==> config.mk <==
export PLATFORM = sky130hd
export DESIGN_NAME = cheshire_spi_target
export DESIGN_NICKNAME = d
export VERILOG_FILES = /design/src/rtl/cheshire_spi_target_pkg.sv /design/src/rtl/cheshire_spi_target_sync.sv /design/src/rtl/cheshire_spi_target.sv
export SDC_FILE = /design/constraint.sdc
export NUM_CORES = 1
export LEC_CHECK = 0
export CAP_MARGIN = 30
export CORE_UTILIZATION = 40
export CTS_CLUSTER_SIZE = 12
export DETAILED_ROUTE_END_ITERATION = 10
export GPL_ROUTABILITY_DRIVEN = 0
export MAX_ROUTING_LAYER = met4
export SETUP_SLACK_MARGIN = 0.1
export SYNTH_ARGS = -nofsm -noshare
export SYNTH_HDL_FRONTEND = slang
export SYNTH_HIERARCHICAL = 1
export SYNTH_SLANG_ARGS = --single-unit
==> constraint.sdc <==
create_clock -name clk_i -period 2.5 [get_ports clk_i]
set_clock_uncertainty 0.15 [all_clocks]
set_input_delay 0.5 -clock clk_i [delete_from_list [all_inputs] [get_ports clk_i]]
set_output_delay 0.5 -clock clk_i [all_outputs]
set_load 0.01 [all_outputs]
==> src/rtl/cheshire_spi_target_pkg.sv <==
// SPI target shared types: opcodes, FSM states, status byte layout.
// Imported by the SPI target top and its bench.
package cheshire_spi_target_pkg;

  localparam logic [7:0] SpiTgtCmdWrite  = 8'h02;
  localparam logic [7:0] SpiTgtCmdRead   = 8'h03;
  localparam logic [7:0] SpiTgtCmdStatus = 8'h05;

  typedef enum logic [2:0] {
    StIdle,
    StCmd,
    StAddr,
    StWdata,
    StDummy,
    StRdata,
    StStat,
    StIgnore
  } spi_tgt_state_e;

  typedef struct packed {
    logic [4:0] rsvd;
    logic       busy;
    logic       timeout;
    logic       bus_err;
  } spi_tgt_status_t;

endpackage

==> src/rtl/cheshire_spi_target_sync.sv <==
// Input synchronizer plus sck/csb edge detect for the SPI target.
// Ports: raw sck/csb/sd in; sck_rise/sck_fall/csb_fall, synced csb/sd out.
module cheshire_spi_target_sync #(
  parameter int unsigned SyncStages = 2
) (
  input  logic clk_i,
  input  logic rst_ni,
  input  logic sck_i,
  input  logic csb_i,
  input  logic sd_i,
  output logic sck_rise_o,
  output logic sck_fall_o,
  output logic csb_fall_o,
  output logic csb_o,
  output logic sd_o
);

  localparam int unsigned L = SyncStages - 1;

  logic [L:0] sck_q, sck_d;
  logic [L:0] csb_q, csb_d;
  logic [L:0] sd_q, sd_d;
  logic       sck_prev_q, sck_prev_d;
  logic       csb_prev_q, csb_prev_d;

  always_comb begin
    sck_d      = {sck_q[L-1:0], sck_i};
    csb_d      = {csb_q[L-1:0], csb_i};
    sd_d       = {sd_q[L-1:0], sd_i};
    sck_prev_d = sck_q[L];
    csb_prev_d = csb_q[L];
  end

  // csb resets deasserted so a held-low csb reads as a fresh frame.
  always_ff @(posedge clk_i) begin
    if (!rst_ni) begin
      sck_q      <= '0;
      csb_q      <= '1;
      sd_q       <= '0;
      sck_prev_q <= 1'b0;
      csb_prev_q <= 1'b1;
    end else begin
      sck_q      <= sck_d;
      csb_q      <= csb_d;
      sd_q       <= sd_d;
      sck_prev_q <= sck_prev_d;
      csb_prev_q <= csb_prev_d;
    end
  end

  assign sck_rise_o = sck_q[L] & ~sck_prev_q;
  assign sck_fall_o = ~sck_q[L] & sck_prev_q;
  assign csb_fall_o = ~csb_q[L] & csb_prev_q;
  assign csb_o      = csb_q[L];
  assign sd_o       = sd_q[L];

endmodule

==> src/rtl/cheshire_spi_target.sv <==
// Oversampled mode-0 SPI target issuing 32-bit register reads/writes.
// Ports: clk/rst, SPI sck/csb/sd in, sd/sd_en out, reg-bus master.
module cheshire_spi_target
  import cheshire_spi_target_pkg::*;
#(
  parameter int unsigned AddrWidth  = 32,
  parameter int unsigned SyncStages = 2,
  parameter int unsigned DummyBits  = 8
) (
  input  logic                 clk_i,
  input  logic                 rst_ni,
  input  logic                 spi_sck_i,
  input  logic                 spi_csb_i,
  input  logic                 spi_sd_i,
  output logic                 spi_sd_o,
  output logic                 spi_sd_en_o,
  output logic                 reg_valid_o,
  output logic                 reg_write_o,
  output logic [AddrWidth-1:0] reg_addr_o,
  output logic [31:0]          reg_wdata_o,
  output logic [3:0]           reg_wstrb_o,
  input  logic                 reg_ready_i,
  input  logic [31:0]          reg_rdata_i,
  input  logic                 reg_error_i
);

  localparam int unsigned ShW = AddrWidth > 32 ? AddrWidth : 32;
  localparam int unsigned MaxBits = ShW > DummyBits ? ShW : DummyBits;
  localparam int unsigned CntW = $clog2(MaxBits);
  localparam logic [CntW-1:0] CmdLast  = CntW'(7);
  localparam logic [CntW-1:0] AddrLast = CntW'(AddrWidth - 1);
  localparam logic [CntW-1:0] DataLast = CntW'(31);
  localparam logic [CntW-1:0] DumLast  = CntW'(DummyBits - 1);

  logic sck_rise, sck_fall, csb_fall, csb_s, sd_s;

  cheshire_spi_target_sync #(
    .SyncStages(SyncStages)
  ) i_sync (
    .clk_i     (clk_i),
    .rst_ni    (rst_ni),
    .sck_i     (spi_sck_i),
    .csb_i     (spi_csb_i),
    .sd_i      (spi_sd_i),
    .sck_rise_o(sck_rise),
    .sck_fall_o(sck_fall),
    .csb_fall_o(csb_fall),
    .csb_o     (csb_s),
    .sd_o      (sd_s)
  );

  spi_tgt_state_e       state_q, state_d;
  logic [CntW-1:0]      cnt_q, cnt_d;
  logic [ShW-2:0]       shift_q, shift_d;
  logic [31:0]          out_q, out_d;
  logic                 sd_q, sd_d;
  logic                 sd_en_q, sd_en_d;
  logic                 valid_q, valid_d;
  logic                 write_q, write_d;
  logic [AddrWidth-1:0] addr_q, addr_d;
  logic [31:0]          wdata_q, wdata_d;
  logic [3:0]           wstrb_q, wstrb_d;
  logic [31:0]          rdata_q, rdata_d;
  logic                 rd_cmd_q, rd_cmd_d;
  logic                 rd_done_q, rd_done_d;
  logic                 loaded_q, loaded_d;
  logic                 stat_busy_q, stat_busy_d;
  logic                 timeout_q, timeout_d;
  logic                 bus_err_q, bus_err_d;

  logic [ShW-1:0]  sh_in;
  logic [7:0]      cmd;
  logic [CntW-1:0] cnt_inc;
  spi_tgt_status_t status;

  assign sh_in   = {shift_q, sd_s};
  assign cmd     = sh_in[7:0];
  assign cnt_inc = cnt_q + 1'b1;

  always_comb begin
    status         = '0;
    status.busy    = valid_q;
    status.timeout = timeout_q;
    status.bus_err = bus_err_q;
  end

  always_comb begin
    state_d     = state_q;
    cnt_d       = cnt_q;
    shift_d     = shift_q;
    out_d       = out_q;
    sd_d        = sd_q;
    valid_d     = valid_q;
    write_d     = write_q;
    addr_d      = addr_q;
    wdata_d     = wdata_q;
    wstrb_d     = wstrb_q;
    rdata_d     = rdata_q;
    rd_cmd_d    = rd_cmd_q;
    rd_done_d   = rd_done_q;
    loaded_d    = loaded_q;
    stat_busy_d = stat_busy_q;
    timeout_d   = timeout_q;
    bus_err_d   = bus_err_q;

    // Bus side runs regardless of csb: an issued request always retires.
    if (valid_q && reg_ready_i) begin
      valid_d = 1'b0;
      if (reg_error_i) bus_err_d = 1'b1;
      if (!write_q) begin
        rd_done_d = 1'b1;
        rdata_d   = reg_error_i ? '1 : reg_rdata_i;
      end
    end

    if (csb_s) begin
      state_d = StIdle;
      cnt_d   = '0;
      sd_d    = 1'b0;
    end else begin
      unique case (state_q)
        StIdle: begin
          if (csb_fall) begin
            state_d = StCmd;
            cnt_d   = '0;
          end
        end
        StCmd: begin
          if (sck_rise) begin
            shift_d = sh_in[ShW-2:0];
            cnt_d   = cnt_inc;
            if (cnt_q == CmdLast) begin
              cnt_d = '0;
              unique case (1'b1)
                cmd == SpiTgtCmdStatus: begin
                  state_d     = StStat;
                  out_d       = {status, 24'b0};
                  sd_d        = status[7];
                  stat_busy_d = valid_q;
                end
                (cmd == SpiTgtCmdWrite || cmd == SpiTgtCmdRead)
                  && !valid_q: begin
                  state_d  = StAddr;
                  rd_cmd_d = (cmd == SpiTgtCmdRead);
                end
                default: state_d = StIgnore;
              endcase
            end
          end
        end
        StAddr: begin
          if (sck_rise) begin
            shift_d = sh_in[ShW-2:0];
            cnt_d   = cnt_inc;
            if (cnt_q == AddrLast) begin
              cnt_d  = '0;
              addr_d = sh_in[AddrWidth-1:0];
              if (rd_cmd_q) begin
                state_d   = StDummy;
                valid_d   = 1'b1;
                write_d   = 1'b0;
                wstrb_d   = 4'hF;
                rd_done_d = 1'b0;
              end else begin
                state_d = StWdata;
              end
            end
          end
        end
        StWdata: begin
          if (sck_rise) begin
            shift_d = sh_in[ShW-2:0];
            cnt_d   = cnt_inc;
            if (cnt_q == DataLast) begin
              cnt_d   = '0;
              state_d = StIgnore;
              wdata_d = sh_in[31:0];
              valid_d = 1'b1;
              write_d = 1'b1;
              wstrb_d = 4'hF;
            end
          end
        end
        StDummy: begin
          if (sck_rise) begin
            cnt_d = cnt_inc;
            if (cnt_q == DumLast) begin
              cnt_d    = '0;
              state_d  = StRdata;
              loaded_d = rd_done_q;
              out_d    = rd_done_q ? rdata_q : '1;
              sd_d     = rd_done_q ? rdata_q[31] : 1'b1;
            end
          end
        end
        StRdata: begin
          // First fall is the last chance for data; otherwise send all-ones.
          if (sck_fall) begin
            if (!loaded_q) begin
              loaded_d = 1'b1;
              if (rd_done_q) begin
                out_d = rdata_q;
                sd_d  = rdata_q[31];
              end else begin
                out_d     = '1;
                sd_d      = 1'b1;
                timeout_d = 1'b1;
              end
            end else begin
              sd_d = out_q[31];
            end
          end
          if (sck_rise) begin
            out_d = {out_q[30:0], 1'b0};
            cnt_d = cnt_inc;
            if (cnt_q == DataLast) begin
              cnt_d   = '0;
              state_d = StIgnore;
              sd_d    = 1'b0;
            end
          end
        end
        StStat: begin
          if (sck_fall) sd_d = out_q[31];
          if (sck_rise) begin
            out_d = {out_q[30:0], 1'b0};
            cnt_d = cnt_inc;
            if (cnt_q == CmdLast) begin
              cnt_d   = '0;
              state_d = StIgnore;
              sd_d    = 1'b0;
              // Flags of a still-outstanding request survive until it retires.
              if (!stat_busy_q) begin
                timeout_d = 1'b0;
                bus_err_d = 1'b0;
              end
            end
          end
        end
        StIgnore: sd_d = 1'b0;
        default: state_d = StIdle;
      endcase
    end

    sd_en_d = (state_d == StRdata) || (state_d == StStat);
  end

  always_ff @(posedge clk_i) begin
    if (!rst_ni) begin
      state_q     <= StIdle;
      cnt_q       <= '0;
      shift_q     <= '0;
      out_q       <= '0;
      sd_q        <= 1'b0;
      sd_en_q     <= 1'b0;
      valid_q     <= 1'b0;
      write_q     <= 1'b0;
      addr_q      <= '0;
      wdata_q     <= '0;
      wstrb_q     <= '0;
      rdata_q     <= '0;
      rd_cmd_q    <= 1'b0;
      rd_done_q   <= 1'b0;
      loaded_q    <= 1'b0;
      stat_busy_q <= 1'b0;
      timeout_q   <= 1'b0;
      bus_err_q   <= 1'b0;
    end else begin
      state_q     <= state_d;
      cnt_q       <= cnt_d;
      shift_q     <= shift_d;
      out_q       <= out_d;
      sd_q        <= sd_d;
      sd_en_q     <= sd_en_d;
      valid_q     <= valid_d;
      write_q     <= write_d;
      addr_q      <= addr_d;
      wdata_q     <= wdata_d;
      wstrb_q     <= wstrb_d;
      rdata_q     <= rdata_d;
      rd_cmd_q    <= rd_cmd_d;
      rd_done_q   <= rd_done_d;
      loaded_q    <= loaded_d;
      stat_busy_q <= stat_busy_d;
      timeout_q   <= timeout_d;
      bus_err_q   <= bus_err_d;
    end
  end

  assign spi_sd_o    = sd_q;
  assign spi_sd_en_o = sd_en_q;
  assign reg_valid_o = valid_q;
  assign reg_write_o = write_q;
  assign reg_addr_o  = addr_q;
  assign reg_wdata_o = wdata_q;
  assign reg_wstrb_o = wstrb_q;

endmodule

==> run summary <==
status: complete, no violations
Met2 Wirelength: 9600 um
drt pass-1 iters: 5
Syn Nets: 1016
Total Power: 5930 uW
DR top layer: met4
antenna violation net count after detailed routing: 0
RSZ-0062 raised after global routing: yes
GRT Total Usage: 0.218
CP Data Arrival Time: 2.63 ns
Total Wirelength: 20400 um
WL/cell: 15.4 um
ys async rst share: 0
# diodes: 0
critical-path cell list: ha_4 -> or4bb_4 -> or4_4 -> a31oi_4 -> and2_4 -> clkbuf_16 -> o31ai_1
R2R depth: 7
reg2reg end: out_q[10]
register area: 0.00373 sq mm
via count: 6980
fill count: 1801
crit path max-delay cell type: or4bb_4
pin count of the biggest net entering global routing: 40
multi-input logic area: 0.00344 sq mm
area grow syn2layout: 31.5%
later-pin clock latency in the skew report: 0.43 ns
Hold WC Path Type: register to register
Crit path max-delay family: simple AND/OR/NAND/NOR gates
DRC Markers: 0
Clock Root Buffer: clkbuf_16
initial antenna violation count: 0
met3 wire len: 903 um
Worst setup EP type: register
syn_area_per_cell: 7.80 sq um
CP Buf/Inv Count: 1
vias in the first global route: 6518
Pwr Density: 594 mW/mm^2
placement-stage worst setup slack: 0.0366 ns
EDFF count, synth: 0
worst r2r src: cnt_q[1]
min Tclk post-route: 2.46 ns
Ys Warns: 6
core footprint: 0.0186 sq mm
TritonCTS clock tree: built
clock-pin slew on the worst setup and hold paths: 0.07 ns
number of hold violations in the final report: 0
Final Cell Area: 0.0100 sq mm
Initial Utilization: 0.408
final worst slack: 0.0374 ns
Post-DP Area: 0.00923 sq mm
CTS hold repair buffers: 0
Post-synth top cells: nand2_1 (217), dfxtp_1 (186), a21oi_1 (121), nor2_1 (67), nor3_1 (67)
FMAX: 0.406 GHz
total number of H-tree levels: 4
top cell type's share of synthesized area: 0.490
Final #Nets: 1118
chip height: 140 um
CTS Buffer Depth: 2
GRT overflow: 0
top cells by area, synth: dfxtp_1 (49%), nand2_1 (11%), a21oi_1 (8.0%)
cells after synthesis: 975
most numerous cell in the Yosys netlist: nand2_1
hold path depth: 1
worst endpoint required time: 2.67 ns
CP Max Fanout: 11
Slew HR: 0.535
die width: 140 um
critical path launch point type: register
post-synthesis sequential area ratio: 0.490
Via density: 5.27
max cap viols: 0
layout cells sized above 1: 0.0954
Final Cycle Share: 0.985
Yosys reg bits: 186
clk sink count: 186
final setup violating endpoints: 0
Max IR drop VDD: 0.485 mV
Top FF cell, synth: dfxtp_1
Netlist cell types: 51
CP peak stage delay: 0.46 ns
area leader, netlist: dfxtp_1
CTS Buf Count: 17
worst hold start: i_sync/csb_q[0]
Starting DRT DRC Count: 436
Std-Cell Rows: 50
Worst-Margin Slew: 0.697 ns
hold slack: 0.264 ns
WL met1: 9680 um
critical path type: register to register
first-pass GRT wire length: 33400 um
Synth Cell Area: 0.00760 sq mm
Buffers on Ports: 110
I/O pins: 111
placed cells: 1286
fin cells: 1324
DP HPWL: 13100 um
FF-to-FF setup slack: 0.04 ns
Pins Over Slew Limit: 0
leak pwr: 0.00339 uW
Hold Path End: i_sync/csb_q[1]
Die Area: 0.0196 sq mm
worst reg2reg max path, delay by kind of cell (launching register included):
| family | cells | cell delay, ns |
|---|---|---|
| AND/OR/NAND/NOR | 3 | 1.17 |
| flip-flops | 1 | 0.37 |
| AO/OA/AOI/OAI | 2 | 0.35 |
| buffers and inverters | 1 | 0.18 |
| adder cells (fa/ha/maj) | 1 | 0.14 |
layer usage:
| metal | vias up | GRT usage |
|---|---|---|
| met5 | - | - |
| met4 | 0 | 0.0630 |
| met3 | 17 | 0.0482 |
| met2 | 140 | 0.350 |
| met1 | 3290 | 0.274 |
| li1 | 3533 | - |
placed cells by master (no fill, tap or decap), drive strengths merged, types with 4 or more instances in the layout:
cell type,n
a211oi,9
a21oi,121
a221oi,5
and2,10
buf,55
clkbuf,19
clkdlybuf4s50,110
clkinv,5
dfxtp,186
inv,45
nand2,217
nand2b,11
nand3,7
nand3b,4
nand4,30
nor2,67
nor2b,12
nor3,67
o21ai,13
o22ai,26
o31ai,25
power breakdown:
part           internal, uW  switching [uW]  total (uW)  leakage, uW
logic                  90.8            94.4         185      0.00159
registers              2960            3.79        2970      0.00150
clock network          1460            1330        2780     0.000302
sequential cells by signal (all words and copies together) (netlist names):
signal / flops
rd_cmd_q: 1
out_q: 32
i_sync/sck_prev_q: 1
rd_done_q: 1
reg_addr_o: 32
i_sync/csb_q: 2
spi_sd_en_o: 1
rdata_q: 32
state_q: 3
reg_wdata_o: 32
i_sync/sck_q: 2
i_sync/csb_prev_q: 1
i_sync/sd_q: 2
bus_err_q: 1
timeout_q: 1
reg_wstrb_o: 1
spi_sd_o: 1
reg_write_o: 1
shift_q: 31
loaded_q: 1
reg_valid_o: 1
cnt_q: 5
stat_busy_q: 1
cell type report:
| class | count | share of cell area |
|---|---|---|
| clock buffers | 17 | 0.0426 |
| flip-flops and latches | 186 | 0.373 |
| inverters | 36 | 0.0138 |
| repair buffers | 167 | 0.178 |
| well taps | 234 | 0.0293 |
| multi-input cells | 669 | 0.344 |
| clock inverters | 15 | 0.0193 |
logic make-up (layout without fill, tap and decap cells):
logic type | Yosys count | after routing | share of synthesized area
XOR/XNOR | 1 | 1 | 0.00115
flip-flops | 186 | 186 | 0.490
multiplexers | 3 | 3 | 0.00395
buffers and inverters | 120 | 235 | 0.0645
adder cells (fa/ha/maj) | 2 | 2 | 0.00329
AND/OR/NAND/NOR | 442 | 442 | 0.263
AO/OA/AOI/OAI | 221 | 221 | 0.174
how the worst max path moves through the flow:
stage	from	endpoint	slack, ns	cells past startpoint
after floorplan	cnt_q[0]	out_q[26]	0.13	8
after global placement	shift_q[3]	out_q[24]	0.06	6
after detailed placement	shift_q[3]	out_q[24]	0.04	6
after CTS	cnt_q[0]	out_q[25]	0.09	7
after global routing	cnt_q[1]	out_q[28]	-0.01	7
final	cnt_q[1]	out_q[10]	0.04	7
through the flow:
step	util	TNS [ns]
4_1_cts	0.531	0
6_report	0.536	0
5_1_grt	0.536	-0.0772
3_3_place_gp	0.495	0
2_1_floorplan	-	0
3_5_place_dp	0.495	0
repair_timing:
action                     4_1_cts  5_1_grt
pin swaps                        0        3
gates resized for setup          5        8
setup endpoints to repair       32       33
setup buffers                    2        1
hold endpoints to repair         0        0
gates cloned                     1        2
(Power assumes the default switching activity.)
